===== config.mk =====
export PLATFORM = sky130hd
export DESIGN_NAME = qam_symbol_scheduler
export DESIGN_NICKNAME = d
export VERILOG_FILES = /design/src/rtl/qam_pkg.sv /design/src/rtl/qam_rate_gen.sv /design/src/rtl/qam_symbol_scheduler.sv
export SDC_FILE = /design/constraint.sdc
export NUM_CORES = 1
export LEC_CHECK = 0
export ABC_AREA = 1
export BUFFER_PORTS_ARGS = -buffer_cell sky130_fd_sc_hd__buf_2
export CORE_ASPECT_RATIO = 0.75
export CORE_MARGIN = 2
export CORE_UTILIZATION = 50
export DETAILED_ROUTE_END_ITERATION = 16
export GPL_TIMING_DRIVEN = 0
export HOLD_SLACK_MARGIN = 0.06
export PLACE_DENSITY = 0.74
export SYNTH_ARGS = -nofsm -noshare
export SYNTH_HDL_FRONTEND = slang
export SYNTH_SLANG_ARGS = --single-unit

===== constraint.sdc =====
create_clock -name clk -period 2.4 [get_ports clk]
set_input_delay 0.24 -clock clk [delete_from_list [all_inputs] [get_ports clk]]
set_output_delay 0.24 -clock clk [all_outputs]
set_load 0.01 [all_outputs]

===== src/rtl/qam_pkg.sv =====
// Shared definitions for the QAM symbol path: mode encodings, symbol width,
// scheduler states and the bits-per-symbol helper.
package qam_pkg;

   localparam int SYM_BITS_W = 4;

   localparam logic [1:0] MODE_BPSK  = 2'd0;
   localparam logic [1:0] MODE_QPSK  = 2'd1;
   localparam logic [1:0] MODE_16QAM = 2'd2;
   localparam logic [1:0] MODE_RSVD  = 2'd3;

   typedef enum logic {
      ST_IDLE = 1'b0,
      ST_RUN  = 1'b1
   } state_e;

   function automatic logic [3:0] bits_per_sym(input logic [1:0] mode);
      case (mode)
         MODE_QPSK:  return 4'd2;
         MODE_16QAM: return 4'd4;
         default:    return 4'd1;
      endcase
   endfunction

   // The reserved encoding runs as BPSK so the mapper never sees it.
   function automatic logic [1:0] norm_mode(input logic [1:0] mode);
      return (mode == MODE_RSVD) ? MODE_BPSK : mode;
   endfunction

endpackage


===== src/rtl/qam_rate_gen.sv =====
// Programmable strobe generator: one strobe every div+1 enabled cycles.
module qam_rate_gen #(
   parameter int DIV_W = 16
) (
   input  logic             clk,
   input  logic             rst,
   input  logic             en,
   input  logic             clr,
   input  logic [DIV_W-1:0] div,
   output logic             strobe
);

   logic [DIV_W-1:0] count;

   // Compare with >= so a live reduction of div wraps immediately instead of
   // running the counter all the way around.
   assign strobe = en && (count >= div);

   always_ff @(posedge clk) begin
      // NOTE: reset is synchronous and active-low; it only acts on a clock edge.
      if (!rst || clr) begin
         count <= '0;
      end else if (en) begin
         // NOTE: sequential state uses non-blocking assignments only.
         count <= strobe ? '0 : count + DIV_W'(1);
      end
   end

endmodule


===== src/rtl/qam_symbol_scheduler.sv =====
// Slices a valid/ready byte stream into LSB-first QAM symbols, one per rate
// strobe, grouped into FRAME_SYMS-symbol frames with per-frame mode latching.
module qam_symbol_scheduler
   import qam_pkg::*;
#(
   parameter int FRAME_SYMS = 64,
   parameter int DIV_W      = 16
) (
   input  logic                  clk,
   input  logic                  rst,
   input  logic                  enable,
   input  logic [1:0]            cfg_mode,
   input  logic [DIV_W-1:0]      cfg_div,
   input  logic [7:0]            s_data,
   input  logic                  s_valid,
   output logic                  s_ready,
   output logic [SYM_BITS_W-1:0] sym_bits,
   output logic [1:0]            sym_mode,
   output logic                  sym_valid,
   output logic                  frame_start,
   output logic                  underflow,
   output logic                  busy
);

   localparam int CNT_W = $clog2(FRAME_SYMS);

   state_e                  state, state_nxt;
   logic [1:0]              mode_q;
   logic [CNT_W-1:0]        sym_cnt;
   logic [7:0]              shreg, hold;
   logic [3:0]              bits_left, bps;
   logic                    hold_valid, hold_valid_nxt;
   logic                    strobe, accept, emit, load_hold, frame_end;
   logic [SYM_BITS_W-1:0]   sym_src;

   qam_rate_gen #(.DIV_W(DIV_W)) u_rate (
      .clk    (clk),
      .rst    (rst),
      .en     (state == ST_RUN),
      .clr    (state == ST_IDLE),
      .div    (cfg_div),
      .strobe (strobe)
   );

   always_comb begin
      // NOTE: combinational logic uses blocking assignments, each signal
      // defaulted first so no latch is inferred.
      bps            = bits_per_sym(mode_q);
      accept         = s_valid && s_ready;
      load_hold      = strobe && (bits_left == 4'd0) && hold_valid;
      emit           = strobe && ((bits_left != 4'd0) || hold_valid);
      sym_src        = (bits_left != 4'd0) ? shreg[3:0] : hold[3:0];
      frame_end      = emit && (sym_cnt == CNT_W'(FRAME_SYMS - 1));
      hold_valid_nxt = accept ? 1'b1 : (load_hold ? 1'b0 : hold_valid);
      state_nxt      = state;
      case (state)
         ST_IDLE: if (enable) state_nxt = ST_RUN;
         ST_RUN:  if (frame_end && !enable) state_nxt = ST_IDLE;
         default: state_nxt = ST_IDLE;
      endcase
   end

   always_ff @(posedge clk) begin
      if (!rst) begin
         state       <= ST_IDLE;
         mode_q      <= MODE_BPSK;
         sym_cnt     <= '0;
         shreg       <= '0;
         bits_left   <= '0;
         hold        <= '0;
         hold_valid  <= 1'b0;
         s_ready     <= 1'b0;
         sym_bits    <= '0;
         sym_mode    <= '0;
         sym_valid   <= 1'b0;
         frame_start <= 1'b0;
         underflow   <= 1'b0;
      end else begin
         state       <= state_nxt;
         hold_valid  <= hold_valid_nxt;
         s_ready     <= (state_nxt == ST_RUN) && !hold_valid_nxt;
         sym_valid   <= emit;
         frame_start <= emit && (sym_cnt == '0);
         underflow   <= strobe && !emit;

         if (accept) hold <= s_data;

         if (emit) begin
            sym_bits <= sym_src & ~(4'hF << bps);
            sym_mode <= mode_q;
            sym_cnt  <= frame_end ? '0 : sym_cnt + CNT_W'(1);
            if (bits_left != 4'd0) begin
               shreg     <= shreg >> bps;
               bits_left <= bits_left - bps;
            end else begin
               shreg     <= hold >> bps;
               bits_left <= 4'd8 - bps;
            end
         end

         // Mode only changes when a frame starts.
         if (state == ST_IDLE && enable) begin
            mode_q  <= norm_mode(cfg_mode);
            sym_cnt <= '0;
         end else if (frame_end && enable) begin
            mode_q  <= norm_mode(cfg_mode);
         end
      end
   end

   assign busy = (state == ST_RUN);

endmodule


==> flow_summary_export.csv, run 1 <==
group,metric,value,unit
route,drtPass1Iterations,5,
cells_and_area,syn2layout_area_growth,14.0,%
placed_design,dpl.hpwl,5.13,mm
timing,drv_slew,0,
critical_path,cp_max_fo,10,
cells_and_area,final_cell_mix,"nand2_1, dfxtp_1, inv_1",
global_route,grt_max_degree,17,
critical_path,rr_worst_depth,8,
synthesis,synth_cell_types,29,
timing,fmax,460,MHz
timing,setup_viol,0,
outcome,status,"finished, final reports clean",
route,detail_route.wl_per_cell,11.9,um
synthesis,netlist_instances,436,
clock_tree,cts_inserted_buffers,5,
synthesis,async_reset_ff_frac,0,
global_route,overflow,0,
synthesis,avgSynthCellArea,7.06,um^2
timing,period_share,0.906,
die,start_util,0.523,
clock_tree,hold_buffers,0,
power_and_ir_drop,comb_power_share,0.114,
synthesis,synth_fp_nets,492,
cells_and_area,diodes,0,
hold_path,hold_class,"in2reg",
cells_and_area,fillers,574,
die,core-area,5890,um^2
clock_tree,cts_tree,"built",
route,post_drt_via_cell_ratio,5.09,
clock_tree,ctsRootBufferMaster,"clkbuf_8",
placed_design,dp.cells,553,
synthesis,syn-cell-area,3080,um^2
timing,finalSetupTns,0,ns
power_and_ir_drop,p_leak,1.59,nW
timing,worst_pin_slew,0.559,ns
power_and_ir_drop,p_sw_frac,0.241,
critical_path,startpoint_type,"register",
synthesis,yosysWarnings,0,
clock_tree,cts_buffer_depth,2,
placed_design,port_buffers,39,
placed_design,place_congestion,0.910,
critical_path,end_kind,"register",
power_and_ir_drop,clockPowerShare,0.364,
route,drt-total-wl,6.67,mm
die,die_area,6810,um^2
clock_tree,postCtsSetupBuffers,0,
power_and_ir_drop,power_density,523,nW/um^2
clock_tree,path_clk_slew,0.10,ns
power_and_ir_drop,vdd_ir_drop_max,0.327,mV
synthesis,synthFlopType,"dfxtp_1",
power_and_ir_drop,power.switching,442,uW
global_route,antenna_found_initial,0,
clock_tree,clkSinkCount,56,
synthesis,synth_edf_count,0,
global_route,grt_usage,0.214,
critical_path,cp.arrival,2.41,ns
route,drt_iter0_drc,194,
synthesis,ys_seq_elements,56,
critical_path,cp.required,2.64,ns
cells_and_area,layout_commonest_cell,"nand2_1",
timing,rsz0062_at_grt,"no",
route,ant_nets,0,
cells_and_area,final_area,3510,um^2
clock_tree,cts-htree-levels,2,
route,drcViolationCount,0,
power_and_ir_drop,intPower,1.39,mW
timing,finalHoldViolCount,0,
critical_path,critPathKind,"reg2reg",
cells_and_area,stdcell_count,560,
global_route,grt_pass1_vias,2614,
die,rows,24,
power_and_ir_drop,seq_power_share,0.522,
global_route,grt_pass1_wl,11.7,mm
timing,clock-skew-final,0.00820,ns
synthesis,synth.yosys.seq_area_share,0.364,
timing,post-route-min-period,2.18,ns
cells_and_area,drive_gt1_frac,0.151,
cells_and_area,nets,537,
timing,max_slew_margin,0.627,
hold_path,hold_depth,3,
flow_run,drv_cap,0,
die,die_h,72.0,um
placed_design,place_area,3370,um^2
die,die_w,94.6,um
clock_tree,clk_latency,0.31,ns
timing,fin_hold_ws,0.170,ns
die,ioPinCount,41,
route,num_vias,2848,
[cell usage after synthesis, types with 2 or more instances]
| cell type | count | area (um^2) |
|---|---|---|
| nor2_2 | 3 | 18.8 |
| or2_2 | 8 | 50.1 |
| inv_1 | 49 | 184 |
| nor2_4 | 2 | 22.5 |
| nand2_1 | 100 | 375 |
| buf_2 | 4 | 20.0 |
| clkinv_1 | 4 | 15.0 |
| nor3_1 | 7 | 35.0 |
| a21oi_1 | 29 | 145 |
| clkbuf_1 | 7 | 26.3 |
| o211ai_1 | 7 | 52.6 |
| nand2_2 | 4 | 25.0 |
| nor3b_1 | 5 | 37.5 |
| nor2_1 | 47 | 176 |
| nand3_1 | 29 | 145 |
| o21ai_0 | 28 | 140 |
| xor2_1 | 4 | 35.0 |
| inv_2 | 2 | 7.51 |
| ha_1 | 25 | 313 |
| dfxtp_1 | 56 | 1120 |
| a31oi_1 | 2 | 12.5 |
| xnor2_1 | 6 | 52.6 |
| nand4_1 | 2 | 12.5 |
[worst paths after layout]
| check | start | endpoint | slack (ns) |
|---|---|---|---|
| setup / recovery | mode_q[0] | bits_left[3] | 0.22 |
| hold / removal | s_data[4] | hold[4] | 0.17 |
| setup reg to reg | mode_q[0] | bits_left[3] | 0.22 |
| hold reg to reg | sym_bits[0] | sym_bits[0] | 0.47 |
[per-stage QoR]
| step | util | power (mW) | setup WS [ns] |
|---|---|---|---|
| after floorplan | - | 1.12 | 0.568 |
| after global placement | 0.573 | 1.18 | 0.175 |
| after detailed placement | 0.573 | 1.19 | 0.118 |
| after CTS | 0.594 | 1.85 | 0.0817 |
| after global routing | 0.597 | 1.92 | 0.000698 |
| final | 0.597 | 1.84 | 0.225 |
[state kept, by name, indices dropped and copies added, names as in the netlist]
register / count
u_rate.count: 16
hold_valid: 1
sym_mode: 2
sym_bits: 4
busy: 1
s_ready: 1
sym_valid: 1
hold: 8
frame_start: 1
mode_q: 2
shreg: 8
sym_cnt: 6
bits_left: 4
underflow: 1
[cell families after synthesis]
logic type / Yosys count / share of synthesized area
xor+xnor: 10 / 0.0284
compound gates: 67 / 0.116
buf+inv: 66 / 0.0821
simple gates: 211 / 0.301
flops: 56 / 0.364
fa+ha+maj: 26 / 0.108
[layout make-up]
cell class                 instances  area, um^2  area share
multi-input combinational        314        1710       0.488
tap                               78        97.6      0.0278
sequential                        56        1120       0.319
buffer                            10        48.8      0.0139
clock buffer                       7        96.3      0.0274
inverter                          55         209      0.0595
clock inverter                     1        30.0     0.00855
timing repair buffer              39         195      0.0556
[layer usage]
metal	vias to the layer above	GRT usage	share of wire
li1	1496	-	-
met1	1265	0.319	0.52
met2	77	0.329	0.42
met3	10	0.0291	0.043
met4	0	0.0580	0.014
met5	-	0	0
[repair_timing]
action                                 4_1_cts  5_1_grt
endpoints found under the hold margin        0        0
setup endpoints to repair                    0       31
gates resized for setup                      0        9
[power by group through the flow]
stage	Sequential, mW	Combinational (mW)	Clock [mW]
2_1_floorplan	0.977	0.143	0
6_report	0.959	0.210	0.668
5_1_grt	0.962	0.242	0.718
4_1_cts	0.959	0.207	0.686
3_5_place_dp	0.980	0.206	0
3_3_place_gp	0.980	0.202	0
[critical path: stages (launching register included)]
cell	delay [ns]
dfxtp_1	0.41
ha_1	0.39
clkinv_1	0.35
ha_1	0.39
nand2_1	0.05
o21ai_0	0.20
xnor2_1	0.15
nand2_1	0.07
a21oi_1	0.11
Note: power is estimated with default switching activity, not from simulation.
==> run 2: changes to the inputs <==
CORE_UTILIZATION = 40   (was 50)
PLACE_DENSITY = 0.62   (was 0.74)
==> run 2 against run 1 <==
Against the previous run:
- clock-buffer cell count shrank 1
- sequential share of layout area fell by 0.26 points
- worst setup slack lost 0.011 ns
- utilization is 12 points lower
- largest power group unchanged
- fmax shrank 0.49%
- worst hold slack worse by 0.0057 ns
- final cell count increased by 4.1%
==> flow_summary_export.csv, run 2 (synthesized netlist as in run 1, its figures left out) <==
group,metric,value,unit
outcome,status,"finished, final reports clean",
hold_path,holdPathEnd,"hold[6]",
clock_tree,clkSinkCount,56,
global_route,grt_pass1_vias,2545,
clock_tree,postCtsSetupBuffers,0,
die,die_area,8420,um^2
critical_path,end_kind,"register",
hold_path,hold_class,"in2reg",
route,num_vias,2810,
cells_and_area,multiInputGateArea,1710,um^2
cells_and_area,fillers,746,
timing,clock-skew-final,0.0128,ns
placed_design,pre_cts_ws,0.155,ns
clock_tree,ctsRootBufferMaster,"clkbuf_8",
global_route,overflow,0,
placed_design,place_congestion,0.905,
clock_tree,cts_repair_resize_count,0,
global_route,grt_max_degree,18,
cells_and_area,layout_commonest_cell,"nand2_1",
route,post_drt_via_cell_ratio,4.82,
clock_tree,clk_latency,0.32,ns
power_and_ir_drop,vdd_ir_drop_max,0.306,mV
timing,max_slew_margin,0.629,
die,die_h,80.0,um
critical_path,rrSetupSlack,0.21,ns
cells_and_area,largest_register_ffs,16,
clock_tree,cts-htree-levels,2,
placed_design,dpl.hpwl,5.41,mm
timing,fin_hold_ws,0.164,ns
power_and_ir_drop,p_leak,1.57,nW
die,ioPinCount,41,
placed_design,port_buffers,39,
global_route,grt_pass1_wl,11.8,mm
clock_tree,cts_tree,"built",
critical_path,regToRegStartpoint,"u_rate.count[0]",
timing,post-route-min-period,2.19,ns
cells_and_area,top_regs,"u_rate.count: 16 flops, hold: 8 flops, shreg: 8 flops",
clock_tree,hold_buffers,0,
critical_path,cp_max_fo,10,
die,die_w,105,um
cells_and_area,drive_gt1_frac,0.158,
global_route,grt_usage,0.174,
route,drtPass1Iterations,5,
cells_and_area,final_core_util,0.478,
hold_path,hold_depth,3,
critical_path,critPathKind,"reg2reg",
cells_and_area,regMostFlops,"u_rate.count",
critical_path,critPathBufInv,4,
cells_and_area,stdcell_count,583,
flow_run,drv_cap,0,
placed_design,dp.cells,576,
critical_path,cpPeakStageDelay,0.39,ns
clock_tree,cts_inserted_buffers,5,
timing,worst_pin_slew,0.557,ns
critical_path,path_cells,"inv_1 > ha_1 > nand2_1 > nor2_1 > nor2_1 > nand2_1 > nand2_1 > nand2_1 > nand2_1 > nand2_1 > nand2_1 > inv_2 > nand2_2 > inv_4 > clkbuf_4 > nand2_1 > a21oi_1",
critical_path,cp.required,2.64,ns
critical_path,cp.arrival,2.42,ns
route,drt-total-wl,6.97,mm
cells_and_area,seqCellArea,1120,um^2
critical_path,path_common_cell,"nand2_1",
timing,setup_viol,0,
cells_and_area,syn2layout_area_growth,15.0,%
critical_path,startpoint_type,"register",
critical_path,critPathSlowestCell,"dfxtp_1",
timing,setup_ws,0.214,ns
cells_and_area,final_cell_mix,"nand2_1, dfxtp_1, inv_1",
route,drt_iter0_drc,216,
critical_path,path_delay_family,"simple AND/OR/NAND/NOR gates",
timing,finalHoldViolCount,0,
timing,period_share,0.911,
clock_tree,cts_buffer_depth,2,
power_and_ir_drop,power_density,516,nW/um^2
cells_and_area,nets,537,
clock_tree,path_clk_slew,0.11,ns
timing,drv_slew,0,
timing,rsz0062_at_grt,"yes",
route,ant_nets,0,
die,rows,27,
die,core-area,7400,um^2
route,drcViolationCount,0,
timing,fmax,457,MHz
global_route,antenna_found_initial,0,
hold_path,min_from,"s_data[6]",
critical_path,reg2reg_to,"bits_left[3]",
route,detail_route.wl_per_cell,12.0,um
cells_and_area,diodes,0,
critical_path,rr_worst_depth,17,
die,start_util,0.416,
run 2: cell count changes in the layout (fill, tap and decap cells not counted), sizes merged:
cell      previous run  this run
clkinvlp             0         2
clkinv               4         3
clkbuf              13        14
buf                 43        41
run 2: area by class of cell:
| type | instances | area share |
|---|---|---|
| multi-input combinational | 314 | 0.483 |
| sequential | 56 | 0.317 |
| inverter | 55 | 0.0612 |
| timing repair buffer | 39 | 0.0551 |
| tap | 101 | 0.0357 |
| clock buffer | 6 | 0.0233 |
| buffer | 10 | 0.0138 |
| clock inverter | 2 | 0.0110 |
run 2: per-layer routing:
metal / part of all wire / GRT usage
met2: 0.41 / 0.262
met4: 0.013 / 0.0520
met3: 0.036 / 0.0253
met1: 0.54 / 0.256
met5: 0 / 0
run 2: power breakdown:
group | switching, mW | internal (mW)
logic | 0.129 | 0.0824
clock network | 0.316 | 0.342
registers | 0.0139 | 0.945
total | 0.459 | 1.37
run 2: worst max-delay path by stage:
stage / endpoint / from / slack, ns / depth (start not counted)
4_1_cts: bits_left[3] / mode_q[1] / 0.11 / 9
2_1_floorplan: shreg[1] / mode_q[0] / 0.57 / 10
3_5_place_dp: u_rate.count[14] / u_rate.count[3] / 0.15 / 13
6_report: bits_left[3] / u_rate.count[0] / 0.21 / 17
3_3_place_gp: u_rate.count[14] / u_rate.count[0] / 0.15 / 14
5_1_grt: shreg[5] / u_rate.count[3] / -0.01 / 15
run 2: tightest hold or removal path: cells and delay by family:
family | cells | cell delay (ns)
buffers and inverters | 1 | 0.07
AOI/OAI and AO/OA | 1 | 0.07
and+or+nand+nor | 1 | 0.07
run 2: metrics by stage:
stage | TNS (ns) | total power [mW] | area, um^2
floorplan | 0 | 1.12 | 3080
global placement | 0 | 1.19 | 3400
detailed placement | 0 | 1.19 | 3400
CTS | 0 | 1.85 | 3520
global route | -0.0252 | 1.92 | 3540
finish | 0 | 1.83 | 3540
==> run 3: changes to the inputs <==
BUFFER_PORTS_ARGS = default   (was -buffer_cell sky130_fd_sc_hd__buf_2)
DONT_BUFFER_PORTS = 1   (was default)
PLACE_DENSITY = 0.57   (was 0.62)
==> run 3 against run 2 <==
Against the previous run:
- worst setup slack got worse by 0.036 ns
- clock power fell by 16%
- sequential share of layout area rose by 2.0 points
- sequential power barely moved
- routed wire length fell by 0.89%
- design area fell by 5.9%
- register-to-register slack got worse by 0.04 ns
==> flow_summary_export.csv, run 3 (synthesized netlist as in run 1, its figures left out) <==
group,metric,value,unit
timing,finalHoldViolCount,0,
timing,max_slew_margin,0.585,
timing,worst_pin_slew,0.622,ns
global_route,grt_pass1_wl,11.5,mm
die,die_area,8420,um^2
clock_tree,clkSinkCount,56,
power_and_ir_drop,clockPowerShare,0.325,
placed_design,dpl.hpwl,5.26,mm
route,post_drt_via_cell_ratio,4.88,
clock_tree,cts-htree-levels,2,
timing,fmax,450,MHz
clock_tree,ctsRootBufferMaster,"clkbuf_8",
global_route,grt_max_degree,17,
route,num_vias,2658,
power_and_ir_drop,power_density,510,nW/um^2
timing,clock-skew-final,0.0119,ns
power_and_ir_drop,p_leak,1.41,nW
die,die_w,105,um
power_and_ir_drop,vdd_ir_drop_max,0.206,mV
critical_path,cp.arrival,2.49,ns
critical_path,cp_max_fo,10,
cells_and_area,drive_gt1_frac,0.0811,
timing,period_share,0.926,
global_route,antenna_found_initial,0,
power_and_ir_drop,p_total,1.70,mW
timing,finalSetupTns,0,ns
placed_design,place_congestion,0.904,
cells_and_area,diodes,0,
critical_path,startpoint_type,"register",
critical_path,cp.required,2.66,ns
hold_path,hold_class,"in2reg",
route,drt-total-wl,6.91,mm
cells_and_area,largest_register_ffs,16,
clock_tree,cts_repair_resize_count,0,
clock_tree,cts_tree,"built",
clock_tree,cts_inserted_buffers,5,
cells_and_area,nets,499,
power_and_ir_drop,comb_power_share,0.108,
outcome,status,"finished, final reports clean",
die,core-area,7400,um^2
global_route,grt_pass1_vias,2307,
clock_tree,path_clk_slew,0.10,ns
timing,post-route-min-period,2.22,ns
clock_tree,postCtsSetupBuffers,0,
cells_and_area,layout_commonest_cell,"nand2_1",
critical_path,critPathKind,"reg2reg",
timing,drv_slew,0,
power_and_ir_drop,intPower,1.24,mW
cells_and_area,final_cell_mix,"nand2_1, dfxtp_1, inv_1",
die,rows,27,
power_and_ir_drop,seq_power_share,0.566,
route,detail_route.wl_per_cell,12.7,um
flow_run,drv_cap,0,
route,ant_nets,0,
critical_path,end_kind,"register",
global_route,grt_usage,0.173,
route,drtPass1Iterations,4,
clock_tree,clk_latency,0.32,ns
clock_tree,hold_buffers,0,
cells_and_area,fillers,790,
clock_tree,cts_buffer_depth,2,
placed_design,port_buffers,0,
global_route,overflow,0,
cells_and_area,regMostFlops,"u_rate.count",
route,drcViolationCount,0,
die,die_h,80.0,um
route,drt_iter0_drc,148,
timing,setup_viol,0,
cells_and_area,top_regs,"u_rate.count: 16 flops, hold: 8 flops, shreg: 8 flops",
power_and_ir_drop,power.switching,453,uW
die,ioPinCount,41,
power_and_ir_drop,p_sw_frac,0.267,
cells_and_area,syn2layout_area_growth,8.17,%
die,start_util,0.416,
==> run 3: cell count changes in the layout (fill, tap and decap cells not counted), moves of 2 or more <==
cell      previous run  this run
clkbuf_1             5         7
clkinv_1             2         4
clkbuf_4             2         0
buf_2               41         2
==> run 3: path summary, 6_finish.rpt <==
kind	depth (start not counted)	slack, ns	to	from
worst max-delay path	10	0.18	shreg[1]	mode_q[0]
worst min-delay path	2	0.08	mode_q[0]	enable
worst max register to register	10	0.18	shreg[1]	mode_q[0]
worst min register to register	1	0.44	u_rate.count[0]	u_rate.count[0]
==> run 3: cell type report <==
type / instances / area [um^2] / area share
inverter: 55 / 209 / 0.0627
sequential: 56 / 1120 / 0.337
clock buffer: 7 / 86.3 / 0.0259
tap: 101 / 126 / 0.0379
clock inverter: 1 / 7.51 / 0.00225
buffer: 11 / 56.3 / 0.0169
multi-input combinational: 314 / 1720 / 0.517
==> run 3: stage by stage <==
step                utilization  std cells  setup WS, ns  hold slack [ns]  instance area [um^2]
finish                    0.450        545         0.178           0.0792                  3330
global route              0.450        545      -0.00278           0.0739                  3330
CTS                       0.446        545        0.0343           0.0754                  3300
detailed placement        0.433        537        0.0507            0.411                  3210
global placement          0.433        537         0.114            0.404                  3210
floorplan                     -        436         0.568            0.400                  3080
==> run 3: worst max-delay path, stage by stage (launching register included) <==
cell	delay (ns)
dfxtp_1	0.43
inv_1	0.09
ha_1	0.32
clkbuf_1	0.32
inv_1	0.22
or2_2	0.35
o211ai_1	0.12
nand3_1	0.11
nand2_1	0.07
nor2_1	0.04
nor2_1	0.10
==> run 3: power groups by stage <==
stage / logic [mW] / registers (mW) / clock network (mW)
3_3_place_gp: 0.182 / 0.982 / 0
3_5_place_dp: 0.182 / 0.983 / 0
5_1_grt: 0.214 / 0.965 / 0.605
2_1_floorplan: 0.143 / 0.977 / 0
6_report: 0.184 / 0.961 / 0.552
4_1_cts: 0.183 / 0.961 / 0.569
==> run 3: layer usage <==
layer / global-route usage / wire length, um / share of wire
met1: 0.268 / 3880 / 0.56
met2: 0.240 / 2620 / 0.38
met3: 0.0286 / 298 / 0.043
met4: 0.0547 / 112 / 0.016
met5: 0 / 0 / 0
